## config.mk

```make
export PLATFORM = sky130hd
export DESIGN_NAME = denge_sirali_denetleyici
export DESIGN_NICKNAME = d
export VERILOG_FILES = /design/src/rtl/denge_sirali_denetleyici.sv
export SDC_FILE = /design/constraint.sdc
export NUM_CORES = 1
export LEC_CHECK = 0
export BUFFER_PORTS_ARGS = -buffer_cell sky130_fd_sc_hd__buf_2
export CAP_MARGIN = 20
export CORE_MARGIN = 2
export CORE_UTILIZATION = 50
export CTS_CLUSTER_SIZE = 16
export DETAILED_ROUTE_END_ITERATION = 7
export PLACE_DENSITY = 0.75
export SKIP_CTS_REPAIR_TIMING = 1
export SYNTH_ARGS = -nofsm -noshare
export SYNTH_HDL_FRONTEND = slang
export SYNTH_SLANG_ARGS = --single-unit
```

## constraint.sdc

```tcl
create_clock -name clk -period 2 [get_ports clk]
set_input_delay 0.6 -clock clk [delete_from_list [all_inputs] [get_ports clk]]
set_output_delay 0.6 -clock clk [all_outputs]
set_load 0.05 [all_outputs]
```

## src/rtl/denge_sirali_denetleyici.sv

```systemverilog
// denge_sirali_denetleyici: walks three balance rods through one shared rod evaluator
// and reports the majority fall direction, the right-fall count and an invalid-rod flag.
module denge_sirali_denetleyici #(
  parameter int CNT_W = 8
) (
  input  logic             clk,
  input  logic             rst_n,
  input  logic             in_valid,
  output logic             in_ready,
  input  logic [2:0]       in_A,
  input  logic [2:0]       in_B,
  output logic             cubuk_A,
  output logic             cubuk_B,
  input  logic [1:0]       cubuk_D,
  output logic             out_valid,
  input  logic             out_ready,
  output logic             out_D,
  output logic [1:0]       out_sag_sayisi,
  output logic             out_hata,
  input  logic             sayac_temizle,
  output logic [CNT_W-1:0] islem_sayisi,
  output logic [CNT_W-1:0] hata_sayisi
);
  typedef enum logic [1:0] {IDLE, EVAL, DONE} state_t;
  state_t           r_state, w_next;
  logic [2:0]       r_a, r_b, r_sag;
  logic             r_hata;
  logic [1:0]       r_idx;
  logic             r_out_d, r_out_hata;
  logic [1:0]       r_out_sag;
  logic [CNT_W-1:0] r_islem, r_hata_say;
  logic             w_accept, w_handshake, w_last, w_rod_err, w_hata_next;
  logic [2:0]       w_sag_next;
  always_comb begin
    w_next      = r_state;
    in_ready    = 1'b0;
    out_valid   = 1'b0;
    cubuk_A     = 1'b0;
    cubuk_B     = 1'b0;
    w_accept    = 1'b0;
    w_handshake = 1'b0;
    w_last      = r_idx == 2'd2;
    if (r_state == IDLE) begin
      in_ready = 1'b1;
      w_accept = in_valid;
      w_next   = in_valid ? EVAL : IDLE;
    end else if (r_state == EVAL) begin
      cubuk_A = r_a[r_idx];
      cubuk_B = r_b[r_idx];
      w_next  = w_last ? DONE : EVAL;
    end else begin
      out_valid   = 1'b1;
      w_handshake = out_ready;
      w_next      = out_ready ? IDLE : DONE;
    end
  end
  // 00 and 11 are both invalid; D[1] is still taken as the rod's vote
  assign w_rod_err   = cubuk_D[1] ~^ cubuk_D[0];
  assign w_hata_next = r_hata | w_rod_err;
  assign w_sag_next  = {r_idx == 2'd2 ? cubuk_D[1] : r_sag[2],
                        r_idx == 2'd1 ? cubuk_D[1] : r_sag[1],
                        r_idx == 2'd0 ? cubuk_D[1] : r_sag[0]};
  always_ff @(posedge clk or negedge rst_n) begin
    if (!rst_n) begin
      r_state    <= IDLE;
      r_a        <= '0;
      r_b        <= '0;
      r_sag      <= '0;
      r_hata     <= 1'b0;
      r_idx      <= '0;
      r_out_d    <= 1'b0;
      r_out_sag  <= '0;
      r_out_hata <= 1'b0;
      r_islem    <= '0;
      r_hata_say <= '0;
    end else begin
      r_state <= w_next;
      if (w_accept) begin
        r_a    <= in_A;
        r_b    <= in_B;
        r_sag  <= '0;
        r_hata <= 1'b0;
        r_idx  <= '0;
      end else if (r_state == EVAL) begin
        r_sag  <= w_sag_next;
        r_hata <= w_hata_next;
        r_idx  <= w_last ? r_idx : r_idx + 2'd1;
      end
      // result registers load once on the last rod so they hold outside DONE
      if (r_state == EVAL && w_last) begin
        r_out_d    <= (w_sag_next[0] & w_sag_next[1]) | (w_sag_next[1] & w_sag_next[2]) |
                      (w_sag_next[0] & w_sag_next[2]);
        r_out_sag  <= 2'(w_sag_next[0]) + 2'(w_sag_next[1]) + 2'(w_sag_next[2]);
        r_out_hata <= w_hata_next;
      end
      if (sayac_temizle) begin
        r_islem    <= '0;
        r_hata_say <= '0;
      end else if (w_handshake) begin
        r_islem    <= (&r_islem) ? r_islem : r_islem + CNT_W'(1);
        r_hata_say <= (r_out_hata && !(&r_hata_say)) ? r_hata_say + CNT_W'(1) : r_hata_say;
      end
    end
  end
  assign out_D          = r_out_d;
  assign out_sag_sayisi = r_out_sag;
  assign out_hata       = r_out_hata;
  assign islem_sayisi   = r_islem;
  assign hata_sayisi    = r_hata_say;
endmodule
```

# Yosys cells after proc, flatten, opt, wreduce, memory -nomap -nowiden
# Index checks and enable logic that the tools add are counted.
[totals]
reg_bits = 34
word_cells = 77
in_bits = 13
ram_bits = 0
mem_bits_ro = 0
latchBits = 0
mem_count = 0
[classes]
n_mux = 35
n_bitwise = 7
div = 0
n_reduce_logical = 13
add_sub_neg = 5
n_eq_ne = 5
shift = 0
magnitude_cmp = 1
n_mul = 0
[ops]
columns = ["operator", "count"]
rows = [
  ["8-bit 2-to-1 mux", 6],
  ["1-bit 2-to-1 mux", 18],
  ["8-bit by 1-bit adder with 8-bit output (second input constant)", 2],
  ["8-bit AND reduction", 2],
  ["2-bit 2-to-1 mux", 7],
  ["3-bit 2-to-1 mux", 2],
  ["2-bit AND reduction", 3],
  ["2-bit nonzero test", 3],
  ["1-bit binary-select mux with 2-bit select", 2],
  ["2-bit by 1-bit == test with 1-bit output (second input constant)", 2],
  ["2-bit logical NOT", 2],
  ["2-bit != test (second input constant)", 2],
  ["1-bit bitwise AND", 3],
  ["2-bit by 3-bit < comparator with 1-bit output (second input constant)", 1],
  ["1-bit bitwise OR", 3],
  ["1-bit by 1-bit adder with 2-bit output", 1],
  ["2-bit by 1-bit adder with 2-bit output", 1],
  ["2-bit by 1-bit adder with 2-bit output (second input constant)", 1],
  ["2-bit == test (second input constant)", 1],
  ["1-bit logical AND", 2],
  ["1-bit logical NOT", 1],
  ["1-bit XNOR", 1],
]

# Depth between registers and ports, before layout
[logic_depth]
ltp_word = 6
mapped_depth = 5
mapped_depth_nobuf = 5

# Least setup slack after synthesis
# Ideal clock, no wire load.
[synth_path]
kind = "reg-to-output"
from = "register r_state[1]"
to = "output cubuk_A"
setup_slack_ps = 1
path_stages_with_launch = 4
t_arrival_ps = 1399
n_path_buf = 1
required_ps = 1400
cell_sequence = "dfrtp_1 > nand2b_1 > clkbuf_1 > nor2_1"
[synth_via]
elab_chain_len = 3
word_cells_on_any_way = 4
cone_classes = "eq/ne: 1; mux: 2; reduce/logical: 1"
[synth_rtl]
columns = ["element", "line", "rtl"]
rows = [
  ["from (decl)", "25", "state_t r_state, w_next;"],
  ["from (signal assigned)", "77", "r_state <= w_next;"],
  ["2-bit by 1-bit == test with 1-bit output", "47", "end else if (r_state == EVAL) begin"],
  ["1-bit 2-to-1 mux", "47", ""],
  ["1-bit 2-to-1 mux (*)", "43", "if (r_state == IDLE) begin"],
  ["to (decl)", "12", "output logic cubuk_A,"],
]
# Mark *: on every way between the ends. The rest lies on a longest branch, timed or not.

# Worst setup path after layout
[layout_path]
from = "register r_idx[0]"
to = "output cubuk_A"
[layout_via]
elab_chain_len = 4
[layout_rtl]
columns = ["element", "line", "rtl"]
rows = [
  ["from (decl)", "28", "logic [1:0] r_idx;"],
  ["from (signal assigned)", "87", "r_idx <= w_last ? r_idx : r_idx + 2'd1;"],
  ["1-bit binary-select mux with 2-bit select", "48", "cubuk_A = r_a[r_idx];"],
  ["1-bit 2-to-1 mux (not written as such)", "48", ""],
  ["1-bit 2-to-1 mux", "47", ""],
  ["1-bit 2-to-1 mux", "43", ""],
]
# Every way passes these cells. The select of a mux whose other input is x is not followed.

==> impl_metrics.csv <==
group,metric,value,unit
outcome,status,"complete, no violations",
floorplan,initial_core_util,53.1,%
synthesis,ys_types,35,
critical_path,endpoint_kind,"primary output",
clocking,clk_pin_slew_worst_paths,0.10,ns
placed_design,gp_congestion,0.806,
hold_path,min_path_type,"input port to async pin",
sta,worst_slew_pin_slew,0.704,ns
clocking,cts_tree,"done",
sta,slew_headroom,53.1,%
cells_and_area,syn_to_final_growth,16.9,%
route,dr.pass1.iters,4,
synthesis,synth_cells,159,
grt,grt_use_total,19.0,%
floorplan,fp.dieW,61.4,µm
synthesis,synth_top_area_share,50.2,%
grt,antenna_found_initial,0,
pwr,p_total,2.53,mW
route,drt_iter0_drc,71,
synthesis,seq_area_frac_synth,50.2,%
clocking,numCtsBuffers,5,
sta,finClkSkew,0.0109,ns
placed_design,portBuffers,36,
floorplan,die_h,61.4,µm
sta,finalMaxSlewViolations,0,
cells_and_area,fillers,278,
sta,hold_viol,0,
placed_design,dp_hpwl,2320,µm
synthesis,synth-seq-cells,33,
critical_path,critPathKind,"flip-flop to primary output",
grt,grt_max_degree,34,
floorplan,rows,20,
route,routed_via_density,5.25,
route,wl_met1,1400,µm
synthesis,synth_flop_cell,"dfrtp_1",
critical_path,worstPathMaxFanout,3,
clocking,cts_sinks,33,
grt,grt_first_pass_wirelength,5110,µm
cells_and_area,layout.nets,217,
sta,whs,0.309,ns
route,ant_nets,0,
synthesis,syn_area,1650,µm²
sta,rsz0062_at_grt,"true",
cells_and_area,diodes,0,
critical_path,worstPathArrival,1.36,ns
synthesis,yosys_warnings,0,
floorplan,io_pins,37,
clocking,clock_path_buffers,2,
synthesis,synth_edf_count,0,
grt,grt_pass1_vias,1187,
route,drc,0,
sta,fmax,509,MHz
grt,grt_overflow,0,
route,via_count,1270,
route,drt-total-wl,3200,µm
critical_path,crit_required,1.40,ns
floorplan,core_area,3100,µm²
cells_and_area,stdcell_count,242,
synthesis,syn_avg_cell_area,10.4,µm²
synthesis,synth_most_common_cell,"dfrtp_1",
placed_design,dp_cells,233,
pwr,p_per_area,1310,nW/µm²
route,dr_wl_met2,1580,µm
route,wl_met3,157,µm
sta,period_needed,1.96,ns
synthesis,synthArstFlopShare,100,%
pwr,leakage,0.934,nW
route,avgRoutedWirePerCell,13.2,µm
route,top_layer,"met4",
critical_path,critPathLaunchType,"flip-flop",
cells_and_area,drive_above_1_share,29.3,%
clocking,htreeDepth,2,
run,maxCapViolCount,0,
synthesis,syn_nets,178,
sta,fin_crit_sh,98.2,%
sta,finalSetupViolations,0,
synthesis,synthTopCellsByArea,"dfrtp_1, mux2_2, mux2i_1",
floorplan,die_area,3770,µm²
pwr,ir_drop,0.869,mV
synthesis,synthTopCellsByCount,"dfrtp_1, nor2_1, a21oi_1, nand2_1, o21ai_0",
synthesis,synth_top_area_cell,"dfrtp_1",
clocking,cts-root-buf,"clkbuf_4",
clocking,clk_latency,0.33,ns
## worst paths after layout
| check | startpoint | endpoint | slack [ns] | cells past startpoint |
|---|---|---|---|---|
| min reg2reg | out_sag_sayisi[0] | out_sag_sayisi[0] | 0.48 | 2 |
| max reg2reg | r_idx[1] | out_sag_sayisi[0] | 0.14 | 6 |
| max in group asynchronous | rst_n | r_idx[1] | 1.19 | 1 |
| max | r_idx[0] | cubuk_A | 0.04 | 5 |
| min in group clk | out_ready | r_state[1] | 0.48 | 2 |
| min | rst_n | hata_sayisi[2] | 0.31 | 1 |
## worst max-delay path: stages, from the launching register on
cell	delay, ns
dfrtp_1	0.41
buf_4	0.16
nor2_1	0.11
a21oi_1	0.05
nor2_1	0.14
buf_6	0.18
## kinds of logic after synthesis
| group | synth area share, % |
|---|---|
| mux | 9.73 |
| xor+xnor | 3.19 |
| simple gates | 16.6 |
| buf+inv | 4.41 |
| flops | 50.2 |
| fa+ha+maj | 5.02 |
| compound gates | 10.9 |
## area by class of cell
class | instances | area, µm² | share of cell area, %
timing repair buffer | 39 | 211 | 11.0
sequential | 33 | 828 | 43.0
multi-input combinational | 112 | 748 | 38.9
tap | 44 | 55.1 | 2.86
inverter | 7 | 26.3 | 1.37
clock buffer | 7 | 55.1 | 2.86
## per-layer routing
metal	global-route usage, %	vias to the layer above
met5	0	-
met4	9.42	0
met3	6.51	8
met2	30.5	28
met1	22.9	596
li1	-	638
## per-stage QoR
| step | TNS, ns | setup slack (ns) | util, % | instance area (µm²) |
|---|---|---|---|---|
| 6_report | 0 | 0.0367 | 62.0 | 1920 |
| 5_1_grt | -0.0967 | -0.0695 | 62.0 | 1920 |
| 4_1_cts | -0.157 | -0.0809 | 61.2 | 1900 |
| 3_5_place_dp | 0 | 0.153 | 59.4 | 1840 |
| 3_3_place_gp | 0 | 0.209 | 59.4 | 1840 |
| 2_1_floorplan | 0 | 0.000892 | - | 1650 |
## where the power goes
part           internal, mW  switching [mW]
clock network         0.166           0.206
registers             0.846           0.125
logic                 0.422           0.762
## placed cells by master (no fill, tap or decap), drive strengths merged, types with 4 or more instances in the layout
| cell | Yosys | layout |
|---|---|---|
| a21oi | 10 | 10 |
| buf | 4 | 39 |
| clkbuf | 2 | 7 |
| dfrtp | 33 | 33 |
| ha | 5 | 5 |
| inv | 7 | 7 |
| mux2 | 8 | 8 |
| mux2i | 7 | 7 |
| nand2 | 10 | 10 |
| nand3 | 7 | 7 |
| nor2 | 18 | 18 |
| o21ai | 11 | 11 |
| o22ai | 4 | 4 |
| or3 | 6 | 6 |
| xor2 | 4 | 4 |
## flip-flops by register name, summed over array words and instances (netlist names)
register,cells
hata_sayisi,8
islem_sayisi,8
out_hata,1
out_sag_sayisi,2
r_a,3
r_b,3
r_hata,1
r_idx,2
r_sag,3
r_state,2
(Power assumes the default switching activity.)
